### src/rtl/cdb_arbiter.sv
// Common data bus arbiter: grants up to NUM_BUS of NUM_REQ results per cycle and registers them
// onto the wakeup buses. Optional build macro CDB_LSQ_PRIORITY_EN pins the LSQ to bus 0.
module cdb_arbiter #(
  parameter int unsigned NUM_REQ = 4,
  parameter int unsigned NUM_BUS = 2,
  parameter int unsigned TAG_W   = 6,
  parameter int unsigned ROB_W   = 6,
  parameter int unsigned DATA_W  = 32
) (
  input  logic                      i_clk,
  input  logic                      i_rst_n,
  input  logic [NUM_REQ-1:0]        i_req_valid,
  input  logic [NUM_REQ*TAG_W-1:0]  i_req_tag,
  input  logic [NUM_REQ*DATA_W-1:0] i_req_value,
  input  logic [NUM_REQ*ROB_W-1:0]  i_req_rob_index,
  output logic [NUM_REQ-1:0]        o_req_ready,
  output logic [NUM_BUS-1:0]        o_bus_valid,
  output logic [NUM_BUS*TAG_W-1:0]  o_bus_tag,
  output logic [NUM_BUS*DATA_W-1:0] o_bus_value,
  output logic [NUM_BUS*ROB_W-1:0]  o_bus_rob_index,
  output logic [NUM_BUS*2-1:0]      o_bus_src,
  output logic [15:0]               o_conflict_count
);

  localparam int unsigned PTR_W = (NUM_REQ > 1) ? $clog2(NUM_REQ) : 1;
  localparam int unsigned CNT_W = $clog2(NUM_REQ + 1);
`ifdef CDB_LSQ_PRIORITY_EN
  // The LSQ sits outside the rotation; the pointer only walks the FUs.
  localparam int unsigned RR_N = NUM_REQ - 1;
`else
  localparam int unsigned RR_N = NUM_REQ;
`endif

  logic [PTR_W-1:0]  r_rr_ptr;
  logic [15:0]       r_conflict_count;
  logic [NUM_BUS-1:0] r_bus_valid;
  logic [TAG_W-1:0]  r_bus_tag   [NUM_BUS];
  logic [DATA_W-1:0] r_bus_value [NUM_BUS];
  logic [ROB_W-1:0]  r_bus_rob   [NUM_BUS];
  logic [1:0]        r_bus_src   [NUM_BUS];

  logic [TAG_W-1:0]  w_req_tag   [NUM_REQ];
  logic [DATA_W-1:0] w_req_value [NUM_REQ];
  logic [ROB_W-1:0]  w_req_rob   [NUM_REQ];

  logic [NUM_REQ-1:0] w_grant;
  logic [NUM_BUS-1:0] w_bus_gnt;
  logic [PTR_W-1:0]   w_bus_sel [NUM_BUS];
  logic               w_any_rr;
  logic [PTR_W-1:0]   w_last_rr;
  logic [PTR_W:0]     w_sum;
  logic [PTR_W-1:0]   w_idx;
  int                 w_n_gnt;
  logic [PTR_W:0]     w_rr_sum;
  logic [PTR_W-1:0]   w_rr_next;
  logic [CNT_W-1:0]   w_popcnt;
  logic               w_conflict;

  for (genvar i = 0; i < NUM_REQ; i++) begin : g_req
    assign w_req_tag[i]   = i_req_tag[i*TAG_W +: TAG_W];
    assign w_req_value[i] = i_req_value[i*DATA_W +: DATA_W];
    assign w_req_rob[i]   = i_req_rob_index[i*ROB_W +: ROB_W];
  end

  always_comb begin
    w_grant   = '0;
    w_bus_gnt = '0;
    for (int b = 0; b < int'(NUM_BUS); b++) begin
      w_bus_sel[b] = '0;
    end
    w_any_rr  = 1'b0;
    w_last_rr = '0;
    w_sum     = '0;
    w_idx     = '0;
    w_n_gnt   = 0;
`ifdef CDB_LSQ_PRIORITY_EN
    if (i_req_valid[NUM_REQ-1]) begin
      w_grant[NUM_REQ-1] = 1'b1;
      w_bus_gnt[0]       = 1'b1;
      w_bus_sel[0]       = PTR_W'(NUM_REQ - 1);
      w_n_gnt            = 1;
    end
`endif
    // Scan from the pointer with wrap-around; the n-th valid requester found takes bus n.
    for (int k = 0; k < int'(RR_N); k++) begin
      w_sum = {1'b0, r_rr_ptr} + (PTR_W+1)'(k);
      if (w_sum >= (PTR_W+1)'(RR_N)) begin
        w_sum = w_sum - (PTR_W+1)'(RR_N);
      end
      w_idx = w_sum[PTR_W-1:0];
      if (i_req_valid[w_idx] && (w_n_gnt < int'(NUM_BUS))) begin
        w_grant[w_idx] = 1'b1;
        for (int b = 0; b < int'(NUM_BUS); b++) begin
          if (w_n_gnt == b) begin
            w_bus_gnt[b] = 1'b1;
            w_bus_sel[b] = w_idx;
          end
        end
        w_n_gnt   = w_n_gnt + 1;
        w_any_rr  = 1'b1;
        w_last_rr = w_idx;
      end
    end
  end

  always_comb begin
    w_rr_sum = {1'b0, w_last_rr} + (PTR_W+1)'(1);
    if (w_rr_sum >= (PTR_W+1)'(RR_N)) begin
      w_rr_sum = '0;
    end
    w_rr_next = w_rr_sum[PTR_W-1:0];
  end

  always_comb begin
    w_popcnt = '0;
    for (int i = 0; i < int'(NUM_REQ); i++) begin
      w_popcnt = w_popcnt + CNT_W'(i_req_valid[i]);
    end
  end

  assign w_conflict  = (32'(w_popcnt) > NUM_BUS);
  assign o_req_ready = w_grant & {NUM_REQ{i_rst_n}};

  always_ff @(posedge i_clk or negedge i_rst_n) begin
    if (!i_rst_n) begin
      r_rr_ptr         <= '0;
      r_conflict_count <= '0;
    end else begin
      if (w_any_rr) begin
        r_rr_ptr <= w_rr_next;
      end
      if (w_conflict && (r_conflict_count != 16'hFFFF)) begin
        r_conflict_count <= r_conflict_count + 16'd1;
      end
    end
  end

  // Idle buses keep their last payload; only the valid bit drops.
  always_ff @(posedge i_clk or negedge i_rst_n) begin
    if (!i_rst_n) begin
      r_bus_valid <= '0;
      for (int b = 0; b < int'(NUM_BUS); b++) begin
        r_bus_tag[b]   <= '0;
        r_bus_value[b] <= '0;
        r_bus_rob[b]   <= '0;
        r_bus_src[b]   <= '0;
      end
    end else begin
      r_bus_valid <= w_bus_gnt;
      for (int b = 0; b < int'(NUM_BUS); b++) begin
        if (w_bus_gnt[b]) begin
          r_bus_tag[b]   <= w_req_tag[w_bus_sel[b]];
          r_bus_value[b] <= w_req_value[w_bus_sel[b]];
          r_bus_rob[b]   <= w_req_rob[w_bus_sel[b]];
          r_bus_src[b]   <= 2'(w_bus_sel[b]);
        end
      end
    end
  end

  for (genvar b = 0; b < NUM_BUS; b++) begin : g_bus
    assign o_bus_tag[b*TAG_W +: TAG_W]       = r_bus_tag[b];
    assign o_bus_value[b*DATA_W +: DATA_W]   = r_bus_value[b];
    assign o_bus_rob_index[b*ROB_W +: ROB_W] = r_bus_rob[b];
    assign o_bus_src[b*2 +: 2]               = r_bus_src[b];
  end

  assign o_bus_valid      = r_bus_valid;
  assign o_conflict_count = r_conflict_count;

endmodule

### config.mk
export PLATFORM = sky130hd
export DESIGN_NAME = cdb_arbiter
export DESIGN_NICKNAME = d
export VERILOG_FILES = /design/src/rtl/cdb_arbiter.sv
export SDC_FILE = /design/constraint.sdc
export NUM_CORES = 1
export LEC_CHECK = 0
export CAP_MARGIN = 10
export CORE_MARGIN = 2
export CORE_UTILIZATION = 50
export DETAILED_ROUTE_END_ITERATION = 12
export PLACE_DENSITY = 0.88
export SYNTH_ARGS = -nofsm -noshare
export SYNTH_HDL_FRONTEND = slang
export SYNTH_SLANG_ARGS = --single-unit
### constraint.sdc
create_clock -name i_clk -period 19 [get_ports i_clk]
set_input_delay 2.85 -clock i_clk [delete_from_list [all_inputs] [get_ports i_clk]]
set_output_delay 2.85 -clock i_clk [all_outputs]
set_load 0.01 [all_outputs]
==> results of run 1 <==
## worst paths after layout
kind,end,slack [ps],cells past startpoint
worst max-delay path,o_req_ready[0],9340,12
worst min-delay path,o_bus_value[27]$_DFFE_PN0P_,480,2
worst max register to register,o_bus_value[60]$_DFFE_PN0P_,11290,17
worst min register to register,o_bus_value[27]$_DFFE_PN0P_,480,2
max in group asynchronous,o_bus_rob_index[4]$_DFFE_PN0P_,15100,2
min in group asynchronous,o_bus_rob_index[3]$_DFFE_PN0P_,2590,1
## cell usage after synthesis (4+ instances only)
library cell / number
sky130_fd_sc_hd__a21boi_0: 4
sky130_fd_sc_hd__a21o_1: 5
sky130_fd_sc_hd__a21oi_1: 24
sky130_fd_sc_hd__a221oi_1: 15
sky130_fd_sc_hd__a222oi_1: 5
sky130_fd_sc_hd__a22oi_1: 15
sky130_fd_sc_hd__and3_1: 5
sky130_fd_sc_hd__buf_2: 7
sky130_fd_sc_hd__buf_4: 7
sky130_fd_sc_hd__buf_6: 8
sky130_fd_sc_hd__clkbuf_1: 50
sky130_fd_sc_hd__dfrtp_1: 112
sky130_fd_sc_hd__ha_1: 16
sky130_fd_sc_hd__inv_1: 58
sky130_fd_sc_hd__mux2_1: 30
sky130_fd_sc_hd__mux2_2: 46
sky130_fd_sc_hd__mux2i_1: 7
sky130_fd_sc_hd__mux4_2: 30
sky130_fd_sc_hd__nand2_1: 54
sky130_fd_sc_hd__nand3_1: 9
sky130_fd_sc_hd__nand4_1: 4
sky130_fd_sc_hd__nor2_1: 28
sky130_fd_sc_hd__nor2b_1: 17
sky130_fd_sc_hd__nor3_1: 36
sky130_fd_sc_hd__o211ai_1: 45
sky130_fd_sc_hd__o21ai_0: 62
sky130_fd_sc_hd__o21bai_1: 12
sky130_fd_sc_hd__o221a_2: 43
sky130_fd_sc_hd__o31ai_1: 30
sky130_fd_sc_hd__xnor2_1: 10
sky130_fd_sc_hd__xor2_1: 6
## state kept, by name, summed over array words and instances, names as in the netlist
| register | cells |
|---|---|
| o_bus_tag | 12 |
| o_conflict_count | 16 |
| o_bus_src | 4 |
| o_bus_value | 64 |
| r_rr_ptr | 2 |
| o_bus_valid | 2 |
| o_bus_rob_index | 12 |
## final cells by class
class                           instances  area share
Clock inverter                          5     0.00947
Sequential cell                       112       0.241
Tap cell                              220      0.0237
Multi-Input combinational cell        590       0.422
Timing Repair Buffer                  309       0.263
Clock buffer                           11      0.0217
Inverter                               58      0.0187
## through the flow
step / util / setup WS (ps) / cells / area [sq um]
floorplan: - / 10580 / 838 / 8340
global placement: 0.684 / 9540 / 1289 / 11300
detailed placement: 0.684 / 9410 / 1289 / 11300
CTS: 0.706 / 9400 / 1305 / 11600
global route: 0.706 / 9060 / 1305 / 11600
finish: 0.706 / 9340 / 1305 / 11600
## cells by family (layout without fill, tap and decap cells)
kind of cell,after synthesis,count (layout)
muxes,115,115
buffers and inverters,136,383
and+or+nand+nor,164,164
xor gates and xnor gates,16,16
AOI/OAI and AO/OA,277,277
DFF,112,112
adders and majority gates,18,18
## worst min-delay path: stages, from the launching register on
cell and delay (ps):
sky130_fd_sc_hd__dfrtp_1 340, sky130_fd_sc_hd__nand2_1 50, sky130_fd_sc_hd__o31ai_1 50
## per-layer routing
layer | up-vias | track usage | part of all wire | wire (um)
li1 | 3686 | - | - | -
met3 | 107 | 0.0970 | 0.10 | 3000
met1 | 4044 | 0.415 | 0.39 | 11300
met5 | - | 0 | 0 | 0
met4 | 0 | 0.166 | 0.049 | 1430
met2 | 505 | 0.519 | 0.46 | 13600
==> reports/results.md, run 1 <==
* **initial core utilization** 0.506
* **most area-hungry cell type in the Yosys netlist** sky130_fd_sc_hd__dfrtp_1
* **number of synthesis warnings** 0
* **Critical Path Sink Type** output port
* **data required time at the worst endpoint** 16150 ps
* **proportion of synthesized area in mux cells** 0.197
* **# H-tree levels** 3
* **XOR/XNOR Fraction of Synth Area** 0.0168
* **vias in the first global route** 8460
* **number of nets in the layout** 1280
* **fill cell count** 1237
* **average footprint of a synthesized cell** 9.95 sq um
* **input/output buffers** 295
* **total via count in the routed design** 8342
* **final hold violation count** 0
* **total of flip-flops plus latches after synthesis** 112
* **worst-path maximum fanout** 16
* **unrepaired setup endpoints after global routing** no
* **share of Yosys cell area claimed by the top area cell type** 0.336
* **crit path from** i_req_valid[3]
* **Antenna Diode Count** 0
* **GRT Resource Usage Total** 0.329
* **result of the run** finished, final reports clean
* **ys flop type** sky130_fd_sc_hd__dfrtp_1
* **endpoint arrival time on the critical path** 6810 ps
* **count of flip-flops with a built-in enable after synthesis** 0
* **synthesized-area fraction occupied by ao, oa, aoi and oai cells** 0.251
* **cts bufs inserted** 9
* **Yosys cell types** 57
* **post-route clock skew** 11.1 ps
* **kind of critical path** in2out
* **count of antenna-violating nets left after detailed routing** 0
* **die span in y** 133 um
* **area of combinational cells with multiple inputs** 4910 sq um
* **wire length of the first global-routing pass** 46300 um
* **hold crit path type** reg2reg
* **Post-Synthesis Cells** 838
* **# resized after CTS** 0
* **chip width** 133 um
* **clock tree from TritonCTS** done
* **fraction of the mapped netlist area in adder cells** 0.0288
* **# hold bufs at CTS** 0
* **detailed-placement wirelength estimate** 19600 um
* **start point of the worst hold path** o_bus_value[27]$_DFFE_PN0P_
* **Worst Hold Slack** 478 ps
* **Site Rows** 47
* **post-synth net total** 1038
* **worst-margin pin slew** 1100 ps
* **most common library cell in the layout ignoring fill and taps** sky130_fd_sc_hd__clkdlybuf4s50_1
* **fraction of the mapped netlist area in simple logic gates** 0.0924
* **detailed-router iteration count before antenna repair** 6
* **number of DRC violations after detailed-routing iteration 0** 753
* **final RePlAce weighted congestion** 0.893
* **average wire per cell in the routed design** 22.5 um
* **insertion delay to the later sink of the worst-skew pair** 360 ps
* **worst r2r src** r_rr_ptr[0]$_DFFE_PN0P_
* **dominant combinational cell family by area after synthesis** compound AO/OA/AOI/OAI gates
* **Sequential Area** 2800 sq um
* **clock input transition at the sequential cells of the worst setup and hold paths** 70 ps
* **maximum clock frequency** 104 MHz
* **startpoint types** input pin
* **clock tree root driver cell** sky130_fd_sc_hd__clkbuf_16
* **fraction of the yosys area taken by sequential cells** 0.336
* **via-per-instance ratio** 6.39
* **biggest cell delay along the critical path** 580 ps
* **post-CTS setup buffers** 0
* **global route total overflow** 0
* **fin crit share** 0.508
* **initial antenna violation count** 1
* **synthesized cell area** 8340 sq um
* **area of the die** 17700 sq um
* **area growth from synthesis to layout** 39.4%
* **buffer depth of the longest clock path** 2
* **# clock sinks** 112
* **cells along the critical path** clkdlybuf4s50_1 > mux2i_1 > mux2i_1 > ha_1 > or2_1 > o22ai_2 > inv_1 > fa_1 > and2_1 > nand2_1 > a21boi_0 > clkdlybuf4s50_1
* **DR DRC count** 0
* **maximum number of pins on one net before global-route repair** 81
* **crit-path leading delay family** buffers and inverters
* **number of violations of the max-capacitance limit** 0
* **final period demand of the worst path** 9660 ps
* **fraction of final layout cells with drive strength greater than 1** 0.150
* **final sum of negative setup slack** 0 ps
* **fraction of synthesis flops using an asynchronous set or reset pin** 1.00
* **placeable core region** 16500 sq um
* **total count of max-transition violations in the final report** 0
* **I/O pin count** 296
* **Buf+Inv Stages, Crit Path** 3
* **max-slew headroom at the worst pin** 0.265
* **top library cells by usage in the layout, fill and taps aside** sky130_fd_sc_hd__clkdlybuf4s50_1, sky130_fd_sc_hd__dfrtp_1, sky130_fd_sc_hd__o21ai_0, sky130_fd_sc_hd__inv_1, sky130_fd_sc_hd__nand2_1
* **post-detailed-routing wire length** 29300 um
* **final-report setup violation count** 0
* **ranking of synthesized cells by area** sky130_fd_sc_hd__dfrtp_1, sky130_fd_sc_hd__mux4_2, sky130_fd_sc_hd__mux2_2
* **Crit-path slowest cell** sky130_fd_sc_hd__clkdlybuf4s50_1
Power of run 1 is not shown: default switching activity piles up to over one toggle a cycle in this logic, so the estimate is an artifact.
==> run 2: changes to the inputs <==
--- a/config.mk
+++ b/config.mk
@@ -7,9 +7,9 @@
 export LEC_CHECK = 0
 export CAP_MARGIN = 10
 export CORE_MARGIN = 2
-export CORE_UTILIZATION = 50
+export CORE_UTILIZATION = 46
 export DETAILED_ROUTE_END_ITERATION = 12
-export PLACE_DENSITY = 0.88
+export PLACE_DENSITY = 0.82
 export SYNTH_ARGS = -nofsm -noshare
 export SYNTH_HDL_FRONTEND = slang
 export SYNTH_SLANG_ARGS = --single-unit
==> constraint.sdc (replaced) <==
create_clock -name i_clk -period 9.7 [get_ports i_clk]
set_input_delay 1.455 -clock i_clk [delete_from_list [all_inputs] [get_ports i_clk]]
set_output_delay 1.455 -clock i_clk [all_outputs]
set_load 0.01 [all_outputs]
==> run 2 against run 1 <==
  * Final cell count increased by 0.69%
  * Via count decreased by 1.9%
  * Clock skew decreased by 6.1 ps
  * Register-to-register slack got worse by 9300 ps
  * Global-route usage decreased by 4.1 points
  * Sequential cell count unchanged
  * Count of clock-buffer cells in the layout decreased by 1
  * Setup slack got worse by 7400 ps
  * Routed wire length decreased by 1.3%
  * First-iteration DRC count increased by 8.4%
  * Sequential share of layout area increased by 0.14 points
  * Die area increased by 8.4%
  * Largest cell class unchanged
  * Highest routed layer unchanged
==> reports/results.md, run 2 (synthesized netlist as in run 1, its figures left out) <==
* **data required time at the worst endpoint** 9950 ps
* **top library cells by usage in the layout, fill and taps aside** sky130_fd_sc_hd__clkdlybuf4s50_1, sky130_fd_sc_hd__dfrtp_1, sky130_fd_sc_hd__o21ai_0, sky130_fd_sc_hd__inv_1, sky130_fd_sc_hd__nand2_1
* **detailed-placement wirelength estimate** 19900 um
* **worst-margin pin slew** 1100 ps
* **# hold bufs at CTS** 0
* **max reg flops** 64
* **Site Rows** 49
* **hold crit path type** reg2reg
* **total via count in the routed design** 8187
* **initial core utilization** 0.466
* **max-slew headroom at the worst pin** 0.262
* **insertion delay to the later sink of the worst-skew pair** 360 ps
* **final sum of negative setup slack** 0 ps
* **Antenna Diode Count** 0
* **wire length of the first global-routing pass** 44600 um
* **biggest cell delay along the critical path** 1030 ps
* **crit path from** r_rr_ptr[0]$_DFFE_PN0P_
* **post-CTS setup buffers** 0
* **chip width** 139 um
* **cells along the critical path** inv_1 > buf_4 > ha_1 > mux4_2 > ha_1 > or2_1 > o22ai_2 > inv_1 > fa_1 > and2_1 > nor2b_1 > a222oi_1 > buf_4 > or2_4 > buf_4 > mux2_2 > o221a_2
* **final-report setup violation count** 0
* **endpoint arrival time on the critical path** 7970 ps
* **setup slack on the worst flop-to-flop path** 1970 ps
* **post-detailed-routing wire length** 28900 um
* **buffer depth of the longest clock path** 2
* **kind of critical path** reg2reg
* **number of nets in the layout** 1280
* **DR DRC count** 0
* **maximum number of pins on one net before global-route repair** 61
* **area growth from synthesis to layout** 38.6%
* **clock tree from TritonCTS** done
* **# H-tree levels** 3
* **most common library cell in the layout ignoring fill and taps** sky130_fd_sc_hd__clkdlybuf4s50_1
* **final hold violation count** 0
* **Sequential Area** 2800 sq um
* **maximum clock frequency** 129 MHz
* **Crit-path slowest cell** sky130_fd_sc_hd__dfrtp_2
* **crit-path leading delay family** buffers and inverters
* **startpoint types** flip-flop
* **# clock sinks** 112
* **initial antenna violation count** 1
* **Critical Path Sink Type** flip-flop
* **cts bufs inserted** 9
* **number of DRC violations after detailed-routing iteration 0** 816
* **# resized after CTS** 0
* **placeable core region** 17900 sq um
* **average wire per cell in the routed design** 22.0 um
* **post-route clock skew** 5.03 ps
* **start point of the worst hold path** o_bus_value[14]$_DFFE_PN0P_
* **worst-path maximum fanout** 54
* **clock input transition at the sequential cells of the worst setup and hold paths** 80 ps
* **die span in y** 139 um
* **end of the worst register-to-register path** o_bus_value[59]$_DFFE_PN0P_
* **area of combinational cells with multiple inputs** 4910 sq um
* **unrepaired setup endpoints after global routing** no
* **worst r2r src** r_rr_ptr[0]$_DFFE_PN0P_
* **total count of max-transition violations in the final report** 0
* **area of the die** 19200 sq um
* **I/O pin count** 296
* **number of violations of the max-capacitance limit** 0
* **via-per-instance ratio** 6.23
* **fin crit share** 0.796
* **input/output buffers** 295
* **count of antenna-violating nets left after detailed routing** 0
* **final period demand of the worst path** 7730 ps
* **detailed-router iteration count before antenna repair** 6
* **GRT Resource Usage Total** 0.288
* **global route total overflow** 0
* **cell occurring most often along the worst timing path** sky130_fd_sc_hd__buf_4
* **Buf+Inv Stages, Crit Path** 5
* **clock tree root driver cell** sky130_fd_sc_hd__clkbuf_16
* **depth of the worst register-to-register path** 17
* **end of the critical path** o_bus_value[59]$_DFFE_PN0P_
* **fill cell count** 1483
* **result of the run** finished, final reports clean
* **vias in the first global route** 7821
* **number of gates on the worst path with buffers counted** 17
* **final RePlAce weighted congestion** 0.933
* **fraction of final layout cells with drive strength greater than 1** 0.150
-- run 2: cell count changes in the layout (fill, tap and decap cells not counted), sizes merged --
cell | before | now
clkinvlp | 0 | 1
bufinv | 3 | 0
clkbuf | 11 | 10
inv | 59 | 62
-- run 2: stage by stage --
stage	std cells	hold WS, ps	worst slack (ps)	instance area (sq um)	util
final	1314	487	1970	11600	0.646
after global routing	1314	509	1510	11600	0.646
after CTS	1314	490	2100	11600	0.646
after detailed placement	1298	472	2100	11300	0.630
after global placement	1298	466	2240	11300	0.630
after floorplan	838	516	3730	8340	-
-- run 2: cell type report --
type                       instances  share of cell area
tap                              229              0.0248
multi-input combinational        590               0.425
timing repair buffer             309               0.264
clock buffer                      10              0.0207
clock inverter                     6             0.00411
inverter                          58              0.0188
sequential                       112               0.243
-- run 2: per-layer routing --
metal	vias up	wire length [um]	global-route usage
met2	461	13800	0.480
met4	0	949	0.0957
met5	-	0	0
met3	64	2500	0.0642
met1	3991	11700	0.375
li1	3671	-	-
-- run 2: worst min-delay path by stage --
stage | endpoint | slack [ps] | depth (start not counted)
3_3_place_gp | o_bus_value[6]$_DFFE_PN0P_ | 470 | 2
6_report | o_bus_value[14]$_DFFE_PN0P_ | 490 | 2
3_5_place_dp | o_bus_value[14]$_DFFE_PN0P_ | 470 | 2
5_1_grt | o_bus_value[8]$_DFFE_PN0P_ | 510 | 2
4_1_cts | o_bus_value[14]$_DFFE_PN0P_ | 490 | 2
2_1_floorplan | o_conflict_count[15]$_DFFE_PN0P_ | 520 | 1
-- run 2: worst min-delay path: cells and delay by family, from the launching register on --
family,cells,cell delay (ps)
flops,1,350
compound gates,1,50
simple gates,1,50
Power of run 2 is left out for the same reason.
